## config.mk

```make
export PLATFORM = sky130hd
export DESIGN_NAME = udc_step_ctrl_flat
export DESIGN_NICKNAME = d
export VERILOG_FILES = /design/src/rtl/udc_step_ctrl_if.sv /design/src/rtl/udc_step_ctrl.sv /design/src/flat_wrapper.sv
export SDC_FILE = /design/constraint.sdc
export NUM_CORES = 1
export LEC_CHECK = 0
export BUFFER_PORTS_ARGS = -buffer_cell sky130_fd_sc_hd__buf_2
export CORE_UTILIZATION = 24
export DETAILED_ROUTE_END_ITERATION = 8
export PLACE_DENSITY = 0.43
export SETUP_SLACK_MARGIN = 0.15
export SLEW_MARGIN = 20
export SYNTH_ARGS = -nofsm -noshare
export SYNTH_HDL_FRONTEND = slang
export SYNTH_SLANG_ARGS = --single-unit
```

## constraint.sdc

```tcl
create_clock -name clk -period 2.6 [get_ports clk]
set_input_delay 0.13 -clock clk [delete_from_list [all_inputs] [get_ports clk]]
set_output_delay 0.13 -clock clk [all_outputs]
set_load 0.02 [all_outputs]
```

## src/rtl/udc_step_ctrl_if.sv

```systemverilog
// Button/step bundle between the synchronized push-buttons, udc_step_ctrl and the
// 4-bit counter. The master drives the buttons and mode; the slave drives the controls.
interface udc_step_ctrl_if;
  logic       btn_up;
  logic       btn_dn;
  logic       mode_wrap;
  logic       up;
  logic       step;
  logic [3:0] count;
  logic       busy;

  modport master (output btn_up, btn_dn, mode_wrap, input up, step, count, busy);
  modport slave  (input btn_up, btn_dn, mode_wrap, output up, step, count, busy);
endinterface

```

## src/rtl/udc_step_ctrl.sv

```systemverilog
// Up/down step controller: arbitrates the two buttons, emits one-cycle steps with a
// registered direction, and keeps a shadow count. Define UDC_STEP_CTRL_AUTOREPEAT_EN for auto-repeat.
module udc_step_ctrl #(
  parameter int PRESCALE    = 4,
  parameter int REPEAT_DLY  = 3,
  parameter int REPEAT_RATE = 1
) (
  input  logic           clk,
  input  logic           reset,
  udc_step_ctrl_if.slave bus
);
  typedef enum logic [1:0] {IDLE, FIRE, HOLD, REPEAT} state_t;

  state_t     state, state_n;
  logic       prev_up, prev_dn;
  logic       last_grant, last_grant_n;
  logic       up_q, up_n;
  logic       step_q, step_n;
  logic [3:0] count_q, cnt_eff;
  logic       press_up, press_dn, held, sat, rpt_due;

  assign press_up = bus.btn_up & ~prev_up;
  assign press_dn = bus.btn_dn & ~prev_dn;
  assign held     = up_q ? bus.btn_up : bus.btn_dn;

  // Count including the step on the wire now, so back-to-back steps see the right limit.
  assign cnt_eff = step_q ? (up_q ? count_q + 4'd1 : count_q - 4'd1) : count_q;
  assign sat     = ~bus.mode_wrap & (up_q ? (cnt_eff == 4'hF) : (cnt_eff == 4'h0));

`ifdef UDC_STEP_CTRL_AUTOREPEAT_EN
  localparam int PW   = (PRESCALE > 1) ? $clog2(PRESCALE) : 1;
  localparam int TMAX = (REPEAT_DLY > REPEAT_RATE) ? REPEAT_DLY : REPEAT_RATE;
  localparam int TW   = (TMAX > 1) ? $clog2(TMAX) : 1;

  logic [PW-1:0] pre_q;
  logic [TW-1:0] tcnt_q, tcnt_end;
  logic          first_q, tick;

  assign tick     = (pre_q == PW'(PRESCALE - 1));
  assign tcnt_end = first_q ? TW'(REPEAT_DLY - 1) : TW'(REPEAT_RATE - 1);
  assign rpt_due  = tick & (tcnt_q == tcnt_end);

  // Prescaler sits at 0 through FIRE and starts counting on the first REPEAT cycle.
  always_ff @(posedge clk) begin
    if (reset || state != REPEAT) begin
      pre_q   <= '0;
      tcnt_q  <= '0;
      first_q <= 1'b1;
    end else if (tick) begin
      pre_q <= '0;
      if (rpt_due) begin
        tcnt_q  <= '0;
        first_q <= 1'b0;
      end else begin
        tcnt_q <= tcnt_q + 1'b1;
      end
    end else begin
      pre_q <= pre_q + 1'b1;
    end
  end
`else
  localparam int unused_cfg = PRESCALE + REPEAT_DLY + REPEAT_RATE;
  assign rpt_due = 1'b0;
`endif

  always_comb begin
    state_n      = state;
    up_n         = up_q;
    last_grant_n = last_grant;
    step_n       = 1'b0;
    case (state)
      IDLE: begin
        if (press_up | press_dn) begin
          up_n         = (press_up & press_dn) ? ~last_grant : press_up;
          last_grant_n = up_n;
          state_n      = FIRE;
        end
      end
      FIRE: begin
        step_n = ~sat;
`ifdef UDC_STEP_CTRL_AUTOREPEAT_EN
        state_n = REPEAT;
`else
        state_n = HOLD;
`endif
      end
      HOLD: begin
        if (!held) state_n = IDLE;
      end
      REPEAT: begin
        // Release wins over a tick landing in the same cycle.
        if (!held) state_n = IDLE;
        else       step_n  = rpt_due & ~sat;
      end
      default: state_n = IDLE;
    endcase
  end

  always_ff @(posedge clk) begin
    if (reset) begin
      state      <= IDLE;
      prev_up    <= 1'b1;
      prev_dn    <= 1'b1;
      last_grant <= 1'b0;
      up_q       <= 1'b0;
      step_q     <= 1'b0;
      count_q    <= 4'h0;
    end else begin
      state      <= state_n;
      prev_up    <= bus.btn_up;
      prev_dn    <= bus.btn_dn;
      last_grant <= last_grant_n;
      up_q       <= up_n;
      step_q     <= step_n;
      count_q    <= cnt_eff;
    end
  end

  assign bus.up    = up_q;
  assign bus.step  = step_q;
  assign bus.count = count_q;
  assign bus.busy  = (state != IDLE);
endmodule

```

## src/flat_wrapper.sv

```systemverilog
// flat-port wrapper written by rule: the top's interface ports become plain ports
module udc_step_ctrl_flat 
#(
  parameter int PRESCALE    = 4,
  parameter int REPEAT_DLY  = 3,
  parameter int REPEAT_RATE = 1
)
  (clk, reset, bus_btn_up, bus_btn_dn, bus_mode_wrap, bus_up, bus_step, bus_count, bus_busy);
  udc_step_ctrl_if bus_i ();
  input  logic clk;
  input  logic reset;
  input wire logic [$bits(bus_i.btn_up)-1:0] bus_btn_up;
  input wire logic [$bits(bus_i.btn_dn)-1:0] bus_btn_dn;
  input wire logic [$bits(bus_i.mode_wrap)-1:0] bus_mode_wrap;
  output wire logic [$bits(bus_i.up)-1:0] bus_up;
  output wire logic [$bits(bus_i.step)-1:0] bus_step;
  output wire logic [$bits(bus_i.count)-1:0] bus_count;
  output wire logic [$bits(bus_i.busy)-1:0] bus_busy;
  assign bus_i.btn_up = bus_btn_up;
  assign bus_i.btn_dn = bus_btn_dn;
  assign bus_i.mode_wrap = bus_mode_wrap;
  assign bus_up = bus_i.up;
  assign bus_step = bus_i.step;
  assign bus_count = bus_i.count;
  assign bus_busy = bus_i.busy;
  udc_step_ctrl #(.PRESCALE(PRESCALE), .REPEAT_DLY(REPEAT_DLY), .REPEAT_RATE(REPEAT_RATE)) u_core (.clk(clk), .reset(reset), .bus(bus_i));
endmodule
```

# Yosys cells after proc, flatten, opt, wreduce, memory -nomap -nowiden
# Index checks and enable logic that the tools add are counted.
dict set report totals {
  regBits 10
  ramBits 0
  romBits 0
  latchBits 0
  output_inout_bits 7
  word_cells 40
  n_memories 0
}
dict set report op_classes {
  n_div 0
  n_bitwise 11
  reduce_logical 7
  addsub 2
  n_shift 0
  mul 0
  magnitude_cmp 0
  mux 8
  eq_ne 6
}
# operator count
set ops {}
lappend ops {{4-bit 2-to-1 mux} 2}
lappend ops {{1-bit inverter} 6}
lappend ops {{2-bit case mux with 3 select lines} 1}
lappend ops {{4-bit by 1-bit adder with 4-bit output, second input constant} 1}
lappend ops {{1-bit AND} 4}
lappend ops {{2-bit equality test, second input constant} 2}
lappend ops {{4-bit equality test, second input constant} 1}
lappend ops {{4-bit zero test} 1}
lappend ops {{2-bit 2-to-1 mux} 2}
lappend ops {{2-bit AND reduction} 2}
lappend ops {{2-bit OR reduction} 2}
lappend ops {{4-bit by 1-bit subtractor with 4-bit output, second input constant} 1}
lappend ops {{1-bit 2-to-1 mux} 3}
lappend ops {{2-bit by 1-bit equality test with 1-bit output, second input constant} 1}
lappend ops {{2-bit zero test} 1}
lappend ops {{2-bit by 1-bit inequality test with 1-bit output, second input constant} 1}
lappend ops {{2-bit inequality test, second input constant} 1}
lappend ops {{2-bit nonzero test} 1}
lappend ops {{1-bit bitwise OR} 1}

# Longest topological paths before layout
dict set report depth {
  word_depth 7
  ltp_mapped 7
  depth_no_buf 7
}

# Worst setup path before layout
# No wires, ideal clock.
dict set report synth_timing {
  path_type {register to register}
  from {register, netlist name u_core.last_grant}
  to {register u_core.step_q (netlist: u_core.bus.step)}
  setup_time_ns 0.118
  slack_ns 0.631
  arrival_ns 1.850
  path_stages_with_launch 8
  cell_sequence {dfxtp_1 inv_1 fa_1 xnor2_1 a21oi_1 nor4_2 a2bb2oi_1 a21oi_2}
}
# element line_no
set synth_lines {}
lappend synth_lines {{end signal, assigned} udc_step_ctrl.sv:114} ;# step_q <= step_n;
lappend synth_lines {{end, declared} udc_step_ctrl.sv:18} ;# logic step_q, step_n;

==> impl_results.md <==
- Ant diodes: 0
- Mapped Area: 552 um2
- Vias: about 460
- Mux cell area share after synthesis: 0.0181
- Gpl congestion: 0.715
- Port Buffer Count: 11
- Number of global-route vias before repair: 395
- Detail Placement HPWL: 813 um
- Count of cell types in the netlist: 27
- Final setup vio count: 0
- Syn avg cell area: 8.49 um2
- First-pass GRT wire length: 1.79 mm
- Pin count of the biggest net entering global routing: 13
- Top FF cell, synth: dfxtp_1
- Antenna violations before repair: 0
- WL/cell: 9.96 um
- First drt pass iteration count: 4
- Die ar.: 0.00250 mm2
- Max VDD drop: 0.000286 V
- Largest family of logic cells by synthesized area: simple AND/OR/NAND/NOR gates
- Post-route DRC: 0
- Grt ovf: 0
- Crit path max-delay family: flip-flops
- Detail Route Antenna Nets: 0
- Clk_lat worst skew: roughly 0.26 ns
- Area grow syn2layout: 20.0%
- Post-synthesis adder-cell area fraction: 0.0816
- Starting Density: 0.268
- GR Util met3: 0.0463
- Yosys top cell area share: 0.363
- Final Max Tran Viols: 0
- Max_slew headroom: 0.753
- Worst Tran Pin Value: 0.370 ns
- FILL cells: ~230
- Number of synthesized flops with an enable pin: 0
- FFs w/ async S/R, synth: 0
- Crit path buffers/inverters: 1
- Cells after synthesis: 65
- DRT iter0 DRCs: 19
- Deepest level of the CTS H-tree: 1
- Nets: 87
- Yosys warns: 0
- Max Buffers Root-to-Sink: 2
- Root buf cell: clkbuf_4
- Dpl cell area: approximately 630 um2
- Pwr/cell area: 568 mW/mm2
- TritonCTS Buffers: 3
- GRT Total Usage: 0.0997
- Number of clock sinks: 10
- Final core occ: 0.321
- CP Max Fanout: 7
- Fin crit period: 1.98 ns
- Routed WL: ~1.0 mm
- Grt peak-use layer: met1
- Layout cells sized above 1: 0.269
- Cells along the critical path: inv_1 -> fa_1 -> xnor2_1 -> a21oi_1 -> nor4_2 -> a2bb2oi_1 -> a21oi_2
- Simple-gate portion of the synthesized area: 0.265
- Hold WC Path Type: primary input to flop
- Final Power: 0.376 mW
- Crit path kind: flop to flop
- Die height: 50.0 um
- CORE AREA: 0.00206 mm2
- Startpoint class of the critical path: flop
- Max Cap Viol: 0
- Largest stage delay, worst path: 0.43 ns
- Syn Nets: 73
- Setup tns final: 0 ns
- Synth area leader: dfxtp_1
- TritonCTS clock tree: done
- WP data arrival: 2.14 ns
- Resize count post-CTS: 0
- GRT met1 Usage: 0.143
- Die Wd: 50.0 um
- Lkg Pwr: 0.293 nW
- RSZ-0062 raised after global routing: no
- Vias per cell: ~4.4
- Final instance area: about 660 um2
- Clock slew at reported path FFs: ~0.07 ns
- Final period utilization: 0.761
- Status: completed
- Seq/Total Area, Yosys: 0.363
- Layout Skew: 0.00704 ns
- Post-synthesis compound-gate area fraction: 0.154
- Crit-path slowest cell: dfxtp_1
- Yosys reg bits: 10
- Top cells by area, synth: dfxtp_1 (36%), nor2_1 (4.8%), xnor2_1 (4.8%)
- Hold-fix buffers, CTS: 0
- Boundary Pins: 12
- CP endpoint kind: flop
- Worst path required time: 2.76 ns
- WHS: 0.0871 ns
- Met2 usage: 0.122
- Final Hold Vio Count: 0
- Postcts setup bufs: 0
- Max Fclk: 505 MHz
- # rows: 16
- Xor/xnor cell area share of the yosys netlist: 0.0635
## kinds of logic after synthesis
family / count (synthesis)
simple gates: 28
compound gates: 13
flops: 10
buf+inv: 6
xor+xnor: 4
fa+ha+maj: 3
mux: 1
## path summary, 6_finish.rpt
path	start	cells past startpoint	slack (ns)	endpoint
max	u_core.last_grant	7	0.62	u_core.bus.step
max reg2reg	u_core.last_grant	7	0.62	u_core.bus.step
min reg2reg	u_core.state[0]	2	0.46	u_core.bus.step
min	bus_btn_up	2	0.09	u_core.prev_up
## power breakdown
part	total [mW]	internal, mW	leakage (nW)	switching, mW
Sequential	0.169	0.160	0.0817	0.00849
Combinational	0.0657	0.0302	0.190	0.0355
Clock	0.141	0.0850	0.0210	0.0564
## area by class of cell
cell class	count	area, um2	area share
clock buffers	4	36.3	0.0548
multi-input cells	49	322	0.486
flip-flops and latches	10	200	0.302
well taps	27	33.8	0.0510
repair buffers	11	55.1	0.0832
inverters	4	15.0	0.0227
## synth_stat cells, types with 2 or more instances
cell / number
or2_2: 3
nand2b_1: 4
nand2_1: 6
a21oi_1: 5
ha_1: 2
inv_1: 4
dfxtp_1: 10
nor2_1: 7
o21ai_1: 3
and3_1: 2
xnor2_1: 3
## per-stage QoR
step	setup slack [ns]	std cells
after detailed placement	0.622	101
after CTS	0.611	105
after global routing	0.401	105
final	0.622	105
after floorplan	0.631	65
after global placement	0.663	101
## metal layers
layer  share of wire  vias to the layer above
met1            0.52                      198
met5               0                        -
met2            0.41                       17
met4           0.011                        0
met3           0.056                        2
li1                -                      244
## cells in the final DEF, fill, tap and decap left out
cell and n:
buf_2 11, dfxtp_1 10, nor2_1 7, nand2_1 6
a21oi_1 5, inv_1 4, nand2b_1 4, o21ai_1 3
or2_2 3, xnor2_1 3, clkbuf_4 3, and3_1 2
ha_1 2, or2_0 1, nand3_1 1, xor2_1 1
mux2i_1 1, or3_1 1, nor3_1 1, a31oi_1 1
nor4_2 1, a32o_2 1, a2bb2oi_1 1, a21oi_2 1
and2_1 1, o311a_1 1, fa_1 1, clkbuf_8 1
## flip-flops by register name, indices dropped and copies added (netlist names)
register,flops
u_core.bus.count,4
u_core.state,2
u_core.bus.step,1
u_core.last_grant,1
u_core.prev_dn,1
u_core.prev_up,1
No activity file was read; power rests on OpenSTA's default activity.
